File: src/rtl/imem_instr_encoder.sv
// Packs decoded RV32I fields back into instruction words and streams them into IMEM
// through a sequential word-address write port, flagging immediates that cannot be encoded.
module imem_instr_encoder #(
   parameter int ADDR_W = 8,
   parameter int DEPTH  = 256,
   parameter int BASE   = 0
) (
   input  logic              CLK,
   input  logic              Reset,
   input  logic              start,
   input  logic              in_valid,
   output logic              in_ready,
   input  logic              in_last,
   input  logic [2:0]        ImmSrc,
   input  logic [6:0]        Opcode,
   input  logic [4:0]        Rd,
   input  logic [4:0]        Rs1,
   input  logic [4:0]        Rs2,
   input  logic [2:0]        Funct3,
   input  logic [6:0]        Funct7,
   input  logic [31:0]       Imm,
   output logic              WE,
   output logic [ADDR_W-1:0] WAddr,
   output logic [31:0]       WData,
   output logic [ADDR_W:0]   count,
   output logic              busy,
   output logic              done,
   output logic              err,
   output logic [2:0]        err_code
);

   typedef enum logic [1:0] {IDLE, RUN, DRAIN, DONE} state_t;

   localparam logic [ADDR_W:0]   DEPTH_C = (ADDR_W+1)'(DEPTH);
   localparam logic [ADDR_W-1:0] BASE_C  = ADDR_W'(BASE);

   state_t             state;
   logic [ADDR_W-1:0]  ptr;
   logic signed [31:0] imm_p0;
   logic [31:0]        encWord_p0;
   logic [2:0]         chkCode_p0;
   logic               accept_p0;
   logic               vld_p1;
   logic [ADDR_W-1:0]  wAddr_p1;
   logic [31:0]        wData_p1;

   // True when every bit from msb upward is a copy of bit msb.
   function automatic logic fitsSigned(input logic signed [31:0] v, input int msb);
      logic signed [31:0] hi;
      hi = v >>> msb;
      return (hi == 32'sd0) || (hi == -32'sd1);
   endfunction

   function automatic logic [2:0] checkImm(input logic [2:0] src, input logic signed [31:0] v);
      logic [2:0] code;
      code = 3'd0;
      case (src)
         3'b001, 3'b010: if (!fitsSigned(v, 11)) code = 3'd1;
         3'b011: begin
            if (v[0])                   code = 3'd2;
            else if (!fitsSigned(v, 12)) code = 3'd1;
         end
         3'b100: if (v[11:0] != 12'd0) code = 3'd1;
         3'b101: begin
            if (v[0])                   code = 3'd2;
            else if (!fitsSigned(v, 20)) code = 3'd1;
         end
         3'b110, 3'b111: code = 3'd3;
         default: code = 3'd0;
      endcase
      return code;
   endfunction

   function automatic logic [31:0] encodeWord(
      input logic [2:0]         src,
      input logic [6:0]         op,
      input logic [4:0]         rd,
      input logic [4:0]         rs1,
      input logic [4:0]         rs2,
      input logic [2:0]         f3,
      input logic [6:0]         f7,
      input logic signed [31:0] v
   );
      logic [31:0] w;
      case (src)
         3'b001:  w = {v[11:0], rs1, f3, rd, op};
         3'b010:  w = {v[11:5], rs2, rs1, f3, v[4:0], op};
         3'b011:  w = {v[12], v[10:5], rs2, rs1, f3, v[4:1], v[11], op};
         3'b100:  w = {v[31:12], rd, op};
         3'b101:  w = {v[20], v[10:1], v[11], v[19:12], rd, op};
         default: w = {f7, rs2, rs1, f3, rd, op};
      endcase
      return w;
   endfunction

   assign imm_p0     = Imm;
   assign encWord_p0 = encodeWord(ImmSrc, Opcode, Rd, Rs1, Rs2, Funct3, Funct7, imm_p0);
   assign chkCode_p0 = checkImm(ImmSrc, imm_p0);
   assign in_ready   = (state == RUN) && (count < DEPTH_C);
   assign accept_p0  = in_valid && in_ready;

   // ---- p0 -> p1: accepted bundle becomes a registered IMEM write ----
   always_ff @(posedge CLK or posedge Reset) begin
      if (Reset) begin
         state    <= IDLE;
         ptr      <= BASE_C;
         count    <= '0;
         busy     <= 1'b0;
         done     <= 1'b0;
         err      <= 1'b0;
         err_code <= 3'd0;
         vld_p1   <= 1'b0;
         wAddr_p1 <= BASE_C;
         wData_p1 <= 32'd0;
      end else begin
         vld_p1 <= 1'b0;
         done   <= 1'b0;
         case (state)
            IDLE, DONE: begin
               if (start) begin
                  state    <= RUN;
                  busy     <= 1'b1;
                  ptr      <= BASE_C;
                  count    <= '0;
                  err      <= 1'b0;
                  err_code <= 3'd0;
               end else begin
                  state <= IDLE;
               end
            end
            RUN: begin
               if (accept_p0) begin
                  if (chkCode_p0 == 3'd0) begin
                     vld_p1   <= 1'b1;
                     wAddr_p1 <= ptr;
                     wData_p1 <= encWord_p0;
                     ptr      <= ptr + 1'b1;
                     count    <= count + 1'b1;
                  end else begin
                     err <= 1'b1;
                     if (err_code == 3'd0) err_code <= chkCode_p0;
                  end
                  if (in_last) state <= DRAIN;
               end else if (count >= DEPTH_C) begin
                  // Out of space before the loader marked its last word.
                  err   <= 1'b1;
                  if (err_code == 3'd0) err_code <= 3'd4;
                  state <= DONE;
                  busy  <= 1'b0;
                  done  <= 1'b1;
               end
            end
            DRAIN: begin
               state <= DONE;
               busy  <= 1'b0;
               done  <= 1'b1;
            end
            default: state <= IDLE;
         endcase
      end
   end

   assign WE    = vld_p1;
   assign WAddr = wAddr_p1;
   assign WData = wData_p1;

endmodule

File: config.mk
export PLATFORM = sky130hd
export DESIGN_NAME = imem_instr_encoder
export DESIGN_NICKNAME = d
export VERILOG_FILES = /design/src/rtl/imem_instr_encoder.sv
export SDC_FILE = /design/constraint.sdc
export NUM_CORES = 1
export LEC_CHECK = 0
export BUFFER_PORTS_ARGS = -buffer_cell sky130_fd_sc_hd__buf_2
export CAP_MARGIN = 25
export CORE_ASPECT_RATIO = 1.2
export CORE_MARGIN = 2
export CORE_UTILIZATION = 45
export CTS_CLUSTER_DIAMETER = 120
export DETAILED_ROUTE_END_ITERATION = 12
export PLACE_DENSITY = 0.8
export SETUP_SLACK_MARGIN = 0.1
export SYNTH_ARGS = -nofsm -noshare
export SYNTH_HDL_FRONTEND = slang
export SYNTH_SLANG_ARGS = --single-unit
File: constraint.sdc
create_clock -name CLK -period 2.24 [get_ports CLK]
set_input_delay 0.336 -clock CLK [delete_from_list [all_inputs] [get_ports CLK]]
set_output_delay 0.336 -clock CLK [all_outputs]
set_load 0.005 [all_outputs]
-- Word level (Yosys, flattened, before mapping)
Cells that the tools add are included.
- $add $sub $neg: 2
- order comparisons: 2
- equality and inequality tests: 22
- mux-type cells: 43
- reduce and logical (&&, ||, !) cells: 22
- operator list (operator ; count):
    case mux 32 bit (5 select lines) ; 1
    zero test 32 bit ; 3
    2-to-1 mux 9 bit ; 3
    2-to-1 mux 8 bit ; 3
    equality test 21 x 1 -> 1 bit, second input constant ; 1
    equality test 20 x 1 -> 1 bit, second input constant ; 1
    2-to-1 mux 3 bit ; 6
    case mux 9 bit (2 select lines) ; 1
    2-to-1 mux 1 bit ; 17
    case mux 8 bit (2 select lines) ; 1
    case mux 3 bit (5 select lines) ; 1
    equality test 12 x 1 -> 1 bit, second input constant ; 1
    equality test 3 bit, second input constant ; 4
    nonzero test 12 bit ; 1
    2-to-1 mux 2 bit ; 5
    adder 9 x 1 -> 9 bit, second input constant ; 1
    >= comparator 9 bit, second input constant ; 1
    less-than comparator 9 bit, second input constant ; 1
    adder 8 x 1 -> 8 bit, second input constant ; 1
    AND reduction 4 bit ; 2
    equality test 3 x 2 -> 1 bit, second input constant ; 2
    zero test 3 bit ; 2
    != test 2 x 1 -> 1 bit, second input constant ; 3
    != test 2 bit, second input constant ; 3
    17 further kinds ; 26
- flip-flop bits (word level): 66
- input bits: 72
- output and inout bits: 57
- logic and storage cells: 101

-- Depth between registers and ports, before layout
- word-level depth: 9
- mapped depth: 12
- depth with buffers taken out: 10

-- Least setup slack after synthesis
No wires, ideal clock.
- path type: input -> register
- from: input Imm[11]
- to: register err_code[2]
- setup time: 0.128 ns
- arrival: 2.187 ns
- data required time: 2.112 ns
- setup slack: -0.075 ns
- stages: 9
- buffers on the path: 1
- cells stage by stage: or4_1 -> nor3_2 -> a31oi_1 -> o21bai_1 -> or3_1 -> buf_6 -> clkinv_2 -> nor2_1 -> mux2_1
- longest elaborated chain between the ends: 7
- elaborated cells on any way between the ends: 10
- classes of those cells: eq/ne (2); mux (3); reduce/logical (5)
- ends and longest elaborated chain (what ; line ; RTL):
    start: declaration ; 21 ; input logic [31:0] Imm,
    equality test 21 x 1 -> 1 bit or zero test 32 bit (tied branches) ; 51 ; return (hi == 32'sd0) || (hi == -32'sd1);
    logical OR 1 bit ; 51 ;
    2-to-1 mux 1 bit ; 58 ; 3'b001, 3'b010: if (!fitsSigned(v, 11)) code = 3'd1;
    case mux 3 bit (5 select lines) (*) ; 57 ; case (src)
    zero test 3 bit (*) ; 133 ; if (chkCode_p0 == 3'd0) begin
    != test 3 bit (no line) (*) ; n/a ;
    AND reduction 5 bit (no line) (*) ; n/a ;
    end signal: assignment ; 141 ; if (err_code == 3'd0) err_code <= chkCode_p0;
    end: declaration ; 29 ; output logic [2:0] err_code
Every way passes the cells marked *; elsewhere a longest branch is shown, timed or not.
A chain may end at the register's enable or synchronous reset.

-- Worst setup path in the final report
- from: input Imm[11]
- to: register count[2]
- longest elaborated chain between the ends: 7
- elaborated cells on any way between the ends: 10
- classes of those cells: eq/ne (2); mux (3); reduce/logical (5)
- ends and longest elaborated chain (what ; line ; RTL):
    equality test 21 x 1 -> 1 bit or zero test 32 bit (tied branches) ; 51 ;
    logical OR 1 bit ; 51 ;
    2-to-1 mux 1 bit ; 58 ;
    case mux 3 bit (5 select lines) (*) ; 57 ;
    zero test 3 bit (*) ; 133 ;
    != test 2 x 1 -> 1 bit (no line) (*) ; n/a ;
    AND reduction 4 bit (no line) (*) ; n/a ;
    end signal: assignment ; 138 ; count <= count + 1'b1;
    end: declaration ; 25 ; output logic [ADDR_W:0] count,
Marks and branches as above.

==> flow_metrics.py <==
metrics = {
    "outcome": {
        "status": "completed",
    },
    "routing": {
        "vias": 3955,
        "drt_first_pass_iters": 5,
        "wl_um": 10900,
        "drt_iter0_markers": 267,
        "drc": 0,
        "wl_per_cell_um": 15.6,
        "antenna_left": 0,
        "via_per_inst": 5.67,
    },
    "synth": {
        "ys_ff_latch": 66,
        "synth_top_area_cell": "dfrtp_1",
        "syn_avg_cell_area_um2": 8.51,
        "synth_edf_count": 0,
        "synth.area.top_cells": "dfrtp_1 (46%), nand2_1 (8.7%), nor2_1 (4.8%), o21ai_0 (4.5%), a22oi_1 (2.7%)",
        "async_flop_share_pct": 100,
        "yosys.area_share.simple_pct": 24.9,
        "syn-instance-count": 421,
        "synth_most_common_cell": "nand2_1",
        "synth_top_flop_cell": "dfrtp_1",
        "ys_top_cells_by_count": "nand2_1 (83), dfrtp_1 (66), nor2_1 (46)",
        "synth.net_count": 498,
        "yosysSeqAreaShare_pct": 46.1,
        "yosys.area_share.xor_xnor_pct": 0.489,
        "synth_top_family_by_area": "simple AND/OR/NAND/NOR gates",
        "synth.area.mux_share_pct": 2.34,
        "synth_adder_area_share_pct": 1.75,
        "synth_cell_types": 49,
        "synth_top_area_share_pct": 46.1,
        "syn-cell-area_um2": 3580,
        "synth_compound_area_share_pct": 20.3,
        "synth_warnings": 0,
    },
    "sta": {
        "rsz0062_at_grt": "yes",
        "fin_crit_ns": 2.16,
        "fin_crit_sh_pct": 96.3,
        "hold_viol_final": 0,
        "relSlewSlack_pct": 41.9,
        "finClkSkew_ns": 0.00981,
        "finalMaxSlewViolations": 0,
        "setup_violations": 0,
        "fmax_ghz": 0.463,
        "tightest_slew_ns": 0.868,
        "fin_setup_tns_ns": 0,
    },
    "placement": {
        "portBuffers": 128,
        "dp_cells": 677,
        "hpwl_um": 8130,
        "place_congestion": 0.925,
        "placement.cell_area_um2": 4740,
    },
    "cells_and_area": {
        "design_area_um2": 5210,
        "nets": 678,
        "final_cells": 698,
        "n_antenna_cell": 0,
        "drive_above_1_share_pct": 40.6,
        "final_util_pct": 67.6,
        "syn_to_final_growth_pct": 45.4,
    },
    "clock_network": {
        "htree_levels": 3,
        "cts_tree": "done",
        "numCtsBuffers": 9,
        "clockBufferDepth": 2,
        "cts_root_buf": "clkbuf_8",
        "worstSkewPairLatency_ns": 0.34,
        "clk_pin_slew_worst_paths_ns": 0.08,
        "clock_sinks": 66,
    },
    "floorplan": {
        "dieArea_um2": 8690,
        "core_um2": 7710,
        "die_y_um": 102,
        "initial_core_util_pct": 46.5,
        "rows": 35,
        "ios": 129,
        "die_x_um": 85.4,
    },
    "power": {
        "finalPower_mw": 4.86,
        "power_leakage_nw": 2.61,
        "peakVddDrop_v": 0.000546,
        "power_density_nw_per_um2": 933,
    },
    "job": {
        "drv_cap": 0,
    },
    "global_routing": {
        "grt_pass1_wl_um": 17200,
        "grt.overflow.total": 0,
        "grt_max_degree": 46,
        "antenna_found_initial": 0,
        "grtUsageTotal_pct": 24.4,
        "grt_pass1_vias": 3816,
    },
    "worst_setup_path": {
        "end_kind": "register",
        "path_max_fanout": 8,
        "path_class": "input port to register",
        "cp-start-kind": "input port",
        "crit_arrival_ns": 2.41,
        "crit_required_ns": 2.50,
    },
    "worst_hold_path": {
        "min_path_type": "input port to asynchronous set/reset pin",
    },
}
==> sequential cells by signal (all words and copies together), names as in the netlist <==
signal    flops
busy          1
err_code      3
done          1
err           1
WAddr         8
count         9
WData        32
ptr           8
WE            1
state         2
==> critical path, cell delays in order <==
cell and delay [ns]:
buf_6 0.10, or4_4 0.53, nor3_4 0.13, a31oi_2 0.12
o21bai_4 0.20, or3_4 0.38, buf_12 0.17, clkinv_8 0.07
buf_8 0.12, a31oi_1 0.09, a31oi_1 0.17
==> final timing paths <==
kind | start | endpoint | slack [ns] | cells after the start
min in group CLK | Opcode[2] | WData[2]$_DFFE_PP0P_ | 0.20 | 3
setup reg to reg | state[1]$_DFFE_PP0P_ | count[2]$_DFFE_PP0P_ | 0.15 | 11
setup / recovery | Imm[11] | count[2]$_DFFE_PP0P_ | 0.08 | 11
hold / removal | Reset | WData[26]$_DFFE_PP0P_ | 0.02 | 2
hold reg to reg | WData[1]$_DFFE_PP0P_ | WData[1]$_DFFE_PP0P_ | 0.47 | 2
max in group asynchronous | Reset | WAddr[7]$_DFFE_PP0P_ | 1.48 | 3
==> layout by cell type, fill, tap and decap left out, drive strengths merged, types with 2 or more instances in the layout <==
cell type	synthesis	final
a21oi	16	16
a221oi	11	11
a22oi	13	13
a2bb2oi	3	3
a31oi	11	11
and2	4	4
and3	5	5
buf	11	190
clkbuf	11	12
clkinv	1	5
dfrtp	66	66
ha	5	5
inv	9	9
mux2	3	3
mux2i	5	5
nand2	83	83
nand2b	4	4
nand3	13	13
nand3b	2	2
nand4	10	10
nor2	46	46
nor2b	4	4
nor3	11	11
nor4	7	7
o211ai	8	8
o21a	2	2
o21ai	35	35
o31ai	4	4
or3	2	2
or4	2	2
xor2	2	2
==> power by group <==
| group | leakage (nW) | switching (mW) | internal (mW) |
|---|---|---|---|
| registers | 0.861 | 0.229 | 1.57 |
| clock network | 0.103 | 0.450 | 0.541 |
| logic | 1.65 | 1.13 | 0.942 |
| total | 2.61 | 1.81 | 3.05 |
==> kinds of logic after synthesis <==
group | Yosys count
and+or+nand+nor | 196
AOI/OAI and AO/OA | 112
DFF | 66
buffers and inverters | 32
muxes | 8
adders and majority gates | 5
xor gates and xnor gates | 2
==> cell type report <==
type	count	area [um^2]
clock inverters	5	53.8
flip-flops and latches	66	1650
clock buffers	11	141
well taps	92	115
multi-input cells	323	2010
inverters	10	50.0
fillers	630	2500
repair buffers	191	1190
==> through the flow <==
stage / worst slack, ns / hold slack (ns)
finish: 0.0821 / 0.0237
global route: 0.00426 / 0.0428
CTS: 0.0794 / 0.0203
detailed placement: -0.479 / 0.401
global placement: -0.398 / 0.391
floorplan: 0.0126 / 0.448
==> layer usage <==
metal  track usage [%]  part of all wire [%]  vias to the layer above
met2              43.6                    51                      182
met1              28.3                    39                     1859
met3              5.62                   6.6                       33
met5                 0                     0                        -
li1                  -                     -                     1881
met4              9.89                   2.7                        0
==> what timing repair did <==
item,CTS,global route
resized for setup,10,32
hold buffers,0,0
pin swaps,2,3
cloned,0,1
setup buffers,1,3
setup endpoints to repair,59,56
Note: power is estimated with default switching activity, not from simulation.
